## config.mk

```make
export PLATFORM = sky130hd
export DESIGN_NAME = mem_port_arbiter_flat
export DESIGN_NICKNAME = d
export VERILOG_FILES = /design/src/rtl/mem_port_arbiter_if.sv /design/src/rtl/mem_port_arbiter.sv /design/src/flat_wrapper.sv
export SDC_FILE = /design/constraint.sdc
export NUM_CORES = 1
export LEC_CHECK = 0
export CORE_ASPECT_RATIO = 1.25
export CORE_MARGIN = 2
export CORE_UTILIZATION = 25
export DETAILED_ROUTE_END_ITERATION = 6
export GPL_TIMING_DRIVEN = 0
export PLACE_DENSITY = 0.59
export SLEW_MARGIN = 5
export SYNTH_ARGS = -nofsm -noshare
export SYNTH_HDL_FRONTEND = slang
export SYNTH_SLANG_ARGS = --single-unit
```

## constraint.sdc

```tcl
create_clock -name clk -period 2.9 [get_ports clk]
set_input_delay 0.58 -clock clk [delete_from_list [all_inputs] [get_ports clk]]
set_output_delay 0.58 -clock clk [all_outputs]
set_load 0.01 [all_outputs]
```

## src/rtl/mem_port_arbiter_if.sv

```systemverilog
// Bundle of the fetch port, the load/store port and the shared single-port memory bus.
interface mem_port_arbiter_if #(
  parameter int unsigned ADDR_WIDTH = 32,
  parameter int unsigned DATA_WIDTH = 32
);
  logic                  if_req;
  logic [ADDR_WIDTH-1:0] if_addr;
  logic                  if_gnt;
  logic                  if_rvalid;
  logic [DATA_WIDTH-1:0] if_rdata;

  logic                  ls_req;
  logic                  ls_we;
  logic [ADDR_WIDTH-1:0] ls_addr;
  logic [DATA_WIDTH-1:0] ls_wdata;
  logic                  ls_gnt;
  logic                  ls_rvalid;
  logic [DATA_WIDTH-1:0] ls_rdata;

  logic                  mem_en;
  logic                  mem_we;
  logic [ADDR_WIDTH-1:0] mem_addr;
  logic [DATA_WIDTH-1:0] mem_wdata;
  logic [DATA_WIDTH-1:0] mem_rdata;

  // Arbiter side
  modport slave (
    input  if_req, if_addr, ls_req, ls_we, ls_addr, ls_wdata, mem_rdata,
    output if_gnt, if_rvalid, if_rdata, ls_gnt, ls_rvalid, ls_rdata,
           mem_en, mem_we, mem_addr, mem_wdata
  );

  // Requesters plus memory side
  modport master (
    output if_req, if_addr, ls_req, ls_we, ls_addr, ls_wdata, mem_rdata,
    input  if_gnt, if_rvalid, if_rdata, ls_gnt, ls_rvalid, ls_rdata,
           mem_en, mem_we, mem_addr, mem_wdata
  );
endinterface

```

## src/rtl/mem_port_arbiter.sv

```systemverilog
// Two-requester (fetch, load/store) arbiter onto one synchronous single-port memory.
// Define MEM_ARB_ROUND_ROBIN_EN for alternating conflict priority; default: load/store always wins.
module mem_port_arbiter #(
  parameter int unsigned ADDR_WIDTH = 32,
  parameter int unsigned DATA_WIDTH = 32
) (
  input  logic                 clk,
  input  logic                 rstb,
  mem_port_arbiter_if.slave    bus
);

  typedef enum logic [1:0] {
    IDLE   = 2'd0,
    ACCESS = 2'd1,
    RESP   = 2'd2
  } state_t;

  state_t                r_state;
  logic                  r_last_winner;
  logic                  r_cur_ls;
  logic                  r_cur_we;
  logic                  r_mem_en;
  logic                  r_mem_we;
  logic [ADDR_WIDTH-1:0] r_mem_addr;
  logic [DATA_WIDTH-1:0] r_mem_wdata;
  logic                  r_if_rvalid;
  logic                  r_ls_rvalid;
  logic [DATA_WIDTH-1:0] r_if_rdata;
  logic [DATA_WIDTH-1:0] r_ls_rdata;

  logic                  w_arb;
  logic                  w_prefer_ls;
  logic                  w_if_gnt;
  logic                  w_ls_gnt;

`ifdef MEM_ARB_ROUND_ROBIN_EN
  assign w_prefer_ls = (r_last_winner == 1'b0);
`else
  // last_winner is still tracked but can never change the outcome here
  assign w_prefer_ls = 1'b1 | r_last_winner;
`endif

  // Grant decision: only outside ACCESS and never while reset is asserted
  always_comb begin
    w_arb    = rstb && (r_state != ACCESS);
    w_ls_gnt = w_arb && bus.ls_req && (!bus.if_req || w_prefer_ls);
    w_if_gnt = w_arb && bus.if_req && !w_ls_gnt;
  end

  assign bus.if_gnt    = w_if_gnt;
  assign bus.ls_gnt    = w_ls_gnt;
  assign bus.mem_en    = r_mem_en;
  assign bus.mem_we    = r_mem_we;
  assign bus.mem_addr  = r_mem_addr;
  assign bus.mem_wdata = r_mem_wdata;
  assign bus.if_rvalid = r_if_rvalid;
  assign bus.ls_rvalid = r_ls_rvalid;

  // Memory read data arrives during RESP, so the response cycle forwards it directly
  assign bus.if_rdata  = r_if_rvalid ? bus.mem_rdata : r_if_rdata;
  assign bus.ls_rdata  = (r_ls_rvalid && !r_cur_we) ? bus.mem_rdata : r_ls_rdata;

  always_ff @(posedge clk or negedge rstb) begin
    if (!rstb) begin
      r_state       <= IDLE;
      r_last_winner <= 1'b1;
      r_cur_ls      <= 1'b0;
      r_cur_we      <= 1'b0;
      r_mem_en      <= 1'b0;
      r_mem_we      <= 1'b0;
      r_mem_addr    <= '0;
      r_mem_wdata   <= '0;
      r_if_rvalid   <= 1'b0;
      r_ls_rvalid   <= 1'b0;
      r_if_rdata    <= '0;
      r_ls_rdata    <= '0;
    end else begin
      case (r_state)
        IDLE, RESP: begin
          r_if_rvalid <= 1'b0;
          r_ls_rvalid <= 1'b0;
          if (r_if_rvalid) begin
            r_if_rdata <= bus.mem_rdata;
          end
          if (r_ls_rvalid && !r_cur_we) begin
            r_ls_rdata <= bus.mem_rdata;
          end
          if (w_if_gnt || w_ls_gnt) begin
            r_state       <= ACCESS;
            r_last_winner <= w_ls_gnt;
            r_cur_ls      <= w_ls_gnt;
            r_cur_we      <= w_ls_gnt && bus.ls_we;
            r_mem_en      <= 1'b1;
            r_mem_we      <= w_ls_gnt && bus.ls_we;
            r_mem_addr    <= w_ls_gnt ? bus.ls_addr : bus.if_addr;
            if (w_ls_gnt) begin
              r_mem_wdata <= bus.ls_wdata;
            end
          end else begin
            r_state <= IDLE;
          end
        end
        ACCESS: begin
          r_state     <= RESP;
          r_mem_en    <= 1'b0;
          r_mem_we    <= 1'b0;
          r_if_rvalid <= !r_cur_ls;
          r_ls_rvalid <= r_cur_ls;
        end
        default: begin
          r_state <= IDLE;
        end
      endcase
    end
  end

endmodule

```

## src/flat_wrapper.sv

```systemverilog
// flat-port wrapper written by rule: the top's interface ports become plain ports
module mem_port_arbiter_flat 
#(
  parameter int unsigned ADDR_WIDTH = 32,
  parameter int unsigned DATA_WIDTH = 32
)
  (clk, rstb, bus_if_req, bus_if_addr, bus_ls_req, bus_ls_we, bus_ls_addr, bus_ls_wdata, bus_mem_rdata, bus_if_gnt, bus_if_rvalid, bus_if_rdata, bus_ls_gnt, bus_ls_rvalid, bus_ls_rdata, bus_mem_en, bus_mem_we, bus_mem_addr, bus_mem_wdata);
  mem_port_arbiter_if #(.ADDR_WIDTH(ADDR_WIDTH), .DATA_WIDTH(DATA_WIDTH)) bus_i ();
  input  logic clk;
  input  logic rstb;
  input wire logic [$bits(bus_i.if_req)-1:0] bus_if_req;
  input wire logic [$bits(bus_i.if_addr)-1:0] bus_if_addr;
  input wire logic [$bits(bus_i.ls_req)-1:0] bus_ls_req;
  input wire logic [$bits(bus_i.ls_we)-1:0] bus_ls_we;
  input wire logic [$bits(bus_i.ls_addr)-1:0] bus_ls_addr;
  input wire logic [$bits(bus_i.ls_wdata)-1:0] bus_ls_wdata;
  input wire logic [$bits(bus_i.mem_rdata)-1:0] bus_mem_rdata;
  output wire logic [$bits(bus_i.if_gnt)-1:0] bus_if_gnt;
  output wire logic [$bits(bus_i.if_rvalid)-1:0] bus_if_rvalid;
  output wire logic [$bits(bus_i.if_rdata)-1:0] bus_if_rdata;
  output wire logic [$bits(bus_i.ls_gnt)-1:0] bus_ls_gnt;
  output wire logic [$bits(bus_i.ls_rvalid)-1:0] bus_ls_rvalid;
  output wire logic [$bits(bus_i.ls_rdata)-1:0] bus_ls_rdata;
  output wire logic [$bits(bus_i.mem_en)-1:0] bus_mem_en;
  output wire logic [$bits(bus_i.mem_we)-1:0] bus_mem_we;
  output wire logic [$bits(bus_i.mem_addr)-1:0] bus_mem_addr;
  output wire logic [$bits(bus_i.mem_wdata)-1:0] bus_mem_wdata;
  assign bus_i.if_req = bus_if_req;
  assign bus_i.if_addr = bus_if_addr;
  assign bus_i.ls_req = bus_ls_req;
  assign bus_i.ls_we = bus_ls_we;
  assign bus_i.ls_addr = bus_ls_addr;
  assign bus_i.ls_wdata = bus_ls_wdata;
  assign bus_i.mem_rdata = bus_mem_rdata;
  assign bus_if_gnt = bus_i.if_gnt;
  assign bus_if_rvalid = bus_i.if_rvalid;
  assign bus_if_rdata = bus_i.if_rdata;
  assign bus_ls_gnt = bus_i.ls_gnt;
  assign bus_ls_rvalid = bus_i.ls_rvalid;
  assign bus_ls_rdata = bus_i.ls_rdata;
  assign bus_mem_en = bus_i.mem_en;
  assign bus_mem_we = bus_i.mem_we;
  assign bus_mem_addr = bus_i.mem_addr;
  assign bus_mem_wdata = bus_i.mem_wdata;
  mem_port_arbiter #(.ADDR_WIDTH(ADDR_WIDTH), .DATA_WIDTH(DATA_WIDTH)) u_core (.clk(clk), .rstb(rstb), .bus(bus_i));
endmodule
```

==> flow_metrics.tcl <==
set metrics [dict create \
    gp_congestion 0.738 \
    cts.sinks 136 \
    start_util 0.254 \
    syn-num-nets 627 \
    ys_ff_latch 136 \
    first_pass_iters 5 \
    grt_usage 0.146 \
    period_needed_ns 2.77 \
    hp-class "in2async" \
    ir_drop_mv 0.387 \
    tightest_slew_ns 0.633 \
    synth_area_um2 6380 \
    slew_viol_final 0 \
    postSynthCellCount 494 \
    cp_data_required_time_ns 2.32 \
    dieWidth_um 147 \
    period_share 0.954 \
    drtIter0Drc 138 \
    leakage_uw 0.00417 \
    grt_antenna_before_repair 1 \
    htreeDepth 4 \
    grt_pass1_wl_um 30500 \
    insertion_delay_ns 0.42 \
    rsz0062_at_grt "no" \
    fmax_ghz 0.362 \
    clkTransAtPathRegs_ns 0.06 \
    die_h_um 183 \
    start_kind "flop" \
    area_delta_synth_final_pct 59.1 \
    dpl.hpwl_um 13800 \
    cts_buffer_depth 2 \
    nFillCells 2419 \
    maxCapViolations 0 \
    end_kind "output port" \
    grt_max_degree 53 \
    status "finished clean" \
    critPathKind "reg2out" \
    vias 5067 \
    drcViolationCount 0 \
    hold_viol_final 0 \
    clockRootBuffer "clkbuf_16" \
    utilization 0.404 \
    ys_warn_count 0 \
    cts_tree "yes" \
    clock_skew_ns 0.00758 \
    relSlewSlack 0.578 \
    postSynthAreaPerCell_um2 12.9 \
    grt_pass1_vias 5300 \
    ctsHoldBuffers 0 \
    core_um2 25100 \
    drive_above_1_share 0.290 \
    cts_inserted_buffers 17 \
    die_area_um2 26800 \
    wl_um 19600 \
    grt_overflow 0 \
    crit_fanout 10 \
    wl_per_cell_um 17.4 \
    power_density_nw_per_um2 803 \
    final_nets 913 \
    rows 65 \
    diodes 0 \
    drt-vias-per-instance 4.49 \
    num_io_pins 267 \
    ys_seq_area_frac 0.534 \
    synth_cell_types 31 \
    cp.arrival_ns 2.19 \
    io_buffers 266 \
    holdWs_ns 0.00986 \
    ant_nets 0 \
    setup_viol 0 \
]
-- path summary, 6_finish.rpt --
path / depth (start not counted) / slack (ns) / from / endpoint
worst min-delay path: 1 / 0.01 / rstb / u_core.r_if_rdata[4]
min in group clk: 2 / 0.49 / u_core.bus.mem_en / u_core.bus.mem_en
max in group asynchronous: 2 / 2.18 / rstb / u_core.r_if_rdata[1]
worst max-delay path: 6 / 0.13 / u_core.r_state[1] / bus_ls_gnt
worst min register to register: 2 / 0.49 / u_core.bus.mem_en / u_core.bus.mem_en
worst max register to register: 6 / 1.18 / u_core.r_state[0] / u_core.bus.mem_addr[29]
-- cells in the mapped netlist, drive strengths merged --
| cell type | count | area, µm² |
|---|---|---|
| o21ai | 32 | 160 |
| dfrtp | 136 | 3400 |
| nor2 | 2 | 10.0 |
| or2 | 1 | 6.26 |
| a21boi | 1 | 7.51 |
| a31o | 1 | 8.76 |
| clkbuf | 13 | 51.3 |
| nor3 | 1 | 5.00 |
| nor2b | 1 | 6.26 |
| nand2 | 9 | 41.3 |
| mux2 | 160 | 1910 |
| a22o | 1 | 8.76 |
| inv | 3 | 11.3 |
| buf | 30 | 175 |
| a21oi | 33 | 165 |
| and2 | 1 | 6.26 |
| nand2b | 3 | 18.8 |
| nand3 | 32 | 160 |
| a21o | 1 | 7.51 |
| and4b | 1 | 10.0 |
| a31oi | 32 | 200 |
-- where the power goes --
part | internal [µW] | switching (µW)
combinational | 2030 | 1180
sequential | 2510 | 286
clock | 1230 | 900
total | 5780 | 2370
-- cell type report --
class / instances / area (µm²) / area share
clock inverter: 13 / 120 / 0.0118
multi-input combinational: 312 / 2740 / 0.270
clock buffer: 19 / 453 / 0.0446
inverter: 3 / 11.3 / 0.00111
sequential: 136 / 3400 / 0.335
buffer: 41 / 238 / 0.0234
timing repair buffer: 269 / 2760 / 0.272
tap: 335 / 419 / 0.0413
-- flip-flops by register name, indices dropped and copies added, names as in the netlist --
register	count
u_core.bus.mem_en	1
u_core.r_if_rdata	32
u_core.bus.if_rvalid	1
u_core.r_state	2
u_core.r_ls_rdata	32
u_core.bus.ls_rvalid	1
u_core.r_cur_ls	1
u_core.r_cur_we	1
u_core.bus.mem_addr	32
u_core.bus.mem_wdata	32
u_core.bus.mem_we	1
-- routing by layer --
metal  share of wire  global-route usage
met1            0.42               0.177
met5         0.00066                   0
met4           0.012              0.0427
met2            0.50               0.252
met3           0.070              0.0418
-- metrics by stage --
step / std cells / TNS (ns) / setup WS (ns) / total power (µW) / cell area, µm²
2_1_floorplan: 494 / 0 / 1.02 / 4320 / 6380
3_3_place_gp: 1095 / -1013.83 / -6.21 / 6020 / 9460
3_5_place_dp: 1096 / -0.369 / -0.369 / 6060 / 9490
4_1_cts: 1129 / 0 / 0.0126 / 8270 / 10100
5_1_grt: 1128 / 0 / 0.00165 / 8610 / 10100
6_report: 1128 / 0 / 0.135 / 8150 / 10100
-- cell families after synthesis --
family | synth area share
AOI/OAI and AO/OA | 0.0875
buffers and inverters | 0.0373
DFF | 0.534
muxes | 0.300
and+or+nand+nor | 0.0414
-- cell usage in the layout, fill, tap and decap left out, types with 2 or more instances in the layout --
| cell | Yosys | routed |
|---|---|---|
| clkbuf_2 | 2 | 3 |
| buf_2 | 20 | 13 |
| nand2_1 | 8 | 8 |
| buf_1 | 3 | 3 |
| inv_6 | 0 | 3 |
| dfrtp_1 | 136 | 136 |
| bufbuf_16 | 0 | 2 |
| nand3_1 | 32 | 32 |
| clkinv_4 | 0 | 3 |
| clkbuf_8 | 0 | 2 |
| clkbuf_16 | 0 | 17 |
| inv_1 | 2 | 2 |
| mux2_4 | 30 | 30 |
| o21ai_0 | 31 | 31 |
| a31oi_1 | 32 | 32 |
| a21oi_1 | 33 | 33 |
| mux2_2 | 129 | 129 |
| clkbuf_1 | 11 | 8 |
| clkinvlp_4 | 0 | 3 |
| nand2b_1 | 3 | 2 |
| clkinv_2 | 0 | 3 |
| dlygate4sd2_1 | 0 | 2 |
| buf_6 | 3 | 3 |
| clkdlybuf4s50_1 | 0 | 263 |
| buf_4 | 4 | 10 |
-- critical path, stage by stage, from the launching register on --
cell and delay, ns:
dfrtp_1 0.40, nand2b_1 0.12, buf_2 0.21, inv_1 0.16
clkbuf_4 0.23, nor2_1 0.12, clkdlybuf4s50_1 0.54
-- repair_timing --
item / CTS / global route
resized for setup: 9 / 3
hold endpoints to repair: 0 / 0
gates cloned: 2 / 0
endpoints found under the setup margin: 40 / 24
buffers inserted: 0 / 0
(Power assumes the default switching activity.)
==> edit (config.mk and constraints unchanged) <==
`ADDR_WIDTH` is set to 32 in 3 places; all go to 16.
--- a/src/rtl/mem_port_arbiter_if.sv
+++ b/src/rtl/mem_port_arbiter_if.sv
@@ -1,6 +1,6 @@
 // Bundle of the fetch port, the load/store port and the shared single-port memory bus.
 interface mem_port_arbiter_if #(
-  parameter int unsigned ADDR_WIDTH = 32,
+  parameter int unsigned ADDR_WIDTH = 16,
   parameter int unsigned DATA_WIDTH = 32
 );
   logic                  if_req;
--- a/src/rtl/mem_port_arbiter.sv
+++ b/src/rtl/mem_port_arbiter.sv
@@ -1,7 +1,7 @@
 // Two-requester (fetch, load/store) arbiter onto one synchronous single-port memory.
 // Define MEM_ARB_ROUND_ROBIN_EN for alternating conflict priority; default: load/store always wins.
 module mem_port_arbiter #(
-  parameter int unsigned ADDR_WIDTH = 32,
+  parameter int unsigned ADDR_WIDTH = 16,
   parameter int unsigned DATA_WIDTH = 32
 ) (
   input  logic                 clk,
--- a/src/flat_wrapper.sv
+++ b/src/flat_wrapper.sv
@@ -1,7 +1,7 @@
 // flat-port wrapper written by rule: the top's interface ports become plain ports
 module mem_port_arbiter_flat 
 #(
-  parameter int unsigned ADDR_WIDTH = 32,
+  parameter int unsigned ADDR_WIDTH = 16,
   parameter int unsigned DATA_WIDTH = 32
 )
   (clk, rstb, bus_if_req, bus_if_addr, bus_ls_req, bus_ls_we, bus_ls_addr, bus_ls_wdata, bus_mem_rdata, bus_if_gnt, bus_if_rvalid, bus_if_rdata, bus_ls_gnt, bus_ls_rvalid, bus_ls_rdata, bus_mem_en, bus_mem_we, bus_mem_addr, bus_mem_wdata);
Interface: changed (resized bus_if_addr, bus_ls_addr and bus_mem_addr); port bits go from 267 to 219. The function was not compared with the original's and may differ.
==> edit against the unedited design <==
Sequential cell count is 16 lower; design area fell by 11%; area after synthesis shrank 9.6%; count of clock-buffer cells in the layout grew 1; non-clock buffer count shrank 60; worst setup slack lost 0.0050 ns; total power is 2.5% lower; hold slack gained 0.0071 ns; die area is 9.3% lower; wire length decreased by 18%; critical endpoint is now bus_ls_rdata[2].
==> edit: results (changes against the unedited design) <==
Worst-Skew Late Latency: 0.41 ns
status: finished clean
R2R depth: 5 (-1)
routability cong.: 0.754 (+2.2%)
P_sw: 2130 µW (-10%)
Leak Pwr: 0.00384 µW (-7.9%)
CP Data Arrival Time: 2.19 ns (about the same)
Non-Filler Instances: 941 (-17%)
synth cell count leaders: dfrtp_1 (120), mux2_2 (100), mux2_4 (59)
sequential-to-total area share from yosys stat: 0.521 (-0.0130)
initial antenna violation count: 0 (-1)
GRT Total Usage: 0.133 (-0.0129)
share of post-route cells with drive strength above 1: 0.351 (+0.0607)
routed via count: 4179 (-18%)
Filler Cell Count: 2131 (-12%)
port bufs: 218 (-18%)
Peak VDD IR: 0.381 mV (-1.6%)
Post-DP HPWL: 11500 µm (-16%)
Initial DRT Pass Iterations: 4 (-1)
Worst Path Max Fanout: 10 (unchanged)
# nets final: 741 (-19%)
post-synth cell types: 29 (-6.5%)
Cells after DPL: 907 (-17%)
CTS Buf Count: 17 (unchanged)
Worst Max-Slew Pin Slew: 0.385 ns (-0.248 ns)
synthesized net count: 501 (-20%)
ant diodes: 0 (unchanged)
Root Buffer: clkbuf_16
H-tree Lvls: 4 (unchanged)
fraction of registers with async set/reset: 1.00 (unchanged)
vias in the first global route: 4663 (-12%)
Mapped Avg Cell Area: 14.4 µm² (+12%)
first-pass GRT wire length: 25700 µm (-16%)
HP Class: input port to async pin
synth warn: 0 (unchanged)
commonest register cell after synthesis: dfrtp_1
setup bufs post-CTS: 0 (unchanged)
clock transition at the registers of the reported paths: 0.06 ns (about the same)
synth top area cells: dfrtp_1 (52%), mux2_2 (20%), mux2_4 (15%), buf_6 (2.3%), a31oi_1 (1.7%)
largest net degree at the start of global routing: 63 (+19%)
initial drt markers: 134 (-2.9%)
WL/cell: 17.1 µm (-1.3%)
Worst Skew: 0.00901 ns (+0.00143 ns)
CTS max path bufs: 2 (unchanged)
==> edit: changes by cell type after synthesis, sizes merged <==
cell / unedited run / this run
a31oi: 32 / 16
buf: 30 / 28
o21ai: 32 / 16
clkbuf: 13 / 1
nand3: 32 / 16
dfrtp: 136 / 120
a21oi: 33 / 17
==> edit: through the flow <==
step | setup slack (ns) | instance area (µm²) | total power (µW)
2_1_floorplan | 1.09 | 5770 | 4080
3_3_place_gp | -5.04 | 8310 | 5610
3_5_place_dp | -0.392 | 8340 | 5680
4_1_cts | -0.0345 | 9030 | 8070
5_1_grt | -0.00134 | 9070 | 8410
6_report | 0.130 | 9070 | 7950
==> edit: logic make-up (layout without fill, tap and decap cells) <==
group,after synthesis,in the layout,synth area share
mux,160,160,0.351
flops,120,120,0.521
compound gates,53,53,0.0516
simple gates,35,35,0.0345
buf+inv,32,285,0.0425
==> edit: what timing repair did <==
item / CTS / global route
setup endpoints to repair: 29 / 31
resized for setup: 4 / 8
gates cloned: 1 / 1
==> edit: critical path: stages (launching register included) <==
cell,delay [ns]
dfrtp_1,0.40
nand2b_1,0.07
buf_2,0.22
buf_4,0.25
mux2_2,0.35
clkdlybuf4s50_1,0.49
==> edit: path summary, 6_finish.rpt <==
kind | from | to | slack (ns)
hold / removal | rstb | u_core.r_ls_rdata[27]$_DFFE_PN0P_ | 0.02
setup / recovery | u_core.bus.ls_rvalid$_DFFE_PN0N_ | bus_ls_rdata[2] | 0.13
setup reg to reg | u_core.r_cur_we$_DFFE_PN0P_ | u_core.r_ls_rdata[30]$_DFFE_PN0P_ | 1.32
hold reg to reg | u_core.r_ls_rdata[8]$_DFFE_PN0P_ | u_core.r_ls_rdata[8]$_DFFE_PN0P_ | 0.49
max in group asynchronous | rstb | u_core.bus.ls_rvalid$_DFFE_PN0N_ | 2.34
min in group clk | u_core.r_ls_rdata[8]$_DFFE_PN0P_ | u_core.r_ls_rdata[8]$_DFFE_PN0P_ | 0.49
==> edit: power by group through the flow <==
stage          clock [µW]  combinational (µW)  sequential [µW]
2_1_floorplan           0                1530             2550
3_3_place_gp            0                3070             2540
3_5_place_dp            0                3120             2560
4_1_cts              2390                3140             2540
5_1_grt              2490                3300             2620
6_report             2310                3090             2540
==> edit: area by class of cell <==
type,instances,area [µm²],area share
Buffer,29,245,0.0270
Clock buffer,20,447,0.0492
Clock inverter,12,199,0.0219
Inverter,3,11.3,0.00124
Multi-Input combinational cell,248,2520,0.278
Sequential cell,120,3000,0.331
Tap cell,288,360,0.0397
Timing Repair Buffer,221,2280,0.252
==> edit: per-layer routing <==
layer,wire length (µm),track usage,vias up
li1,-,-,1936
met1,6740,0.159,2063
met2,8080,0.228,170
met3,1150,0.0459,10
met4,141,0.0367,0
met5,0,0,-
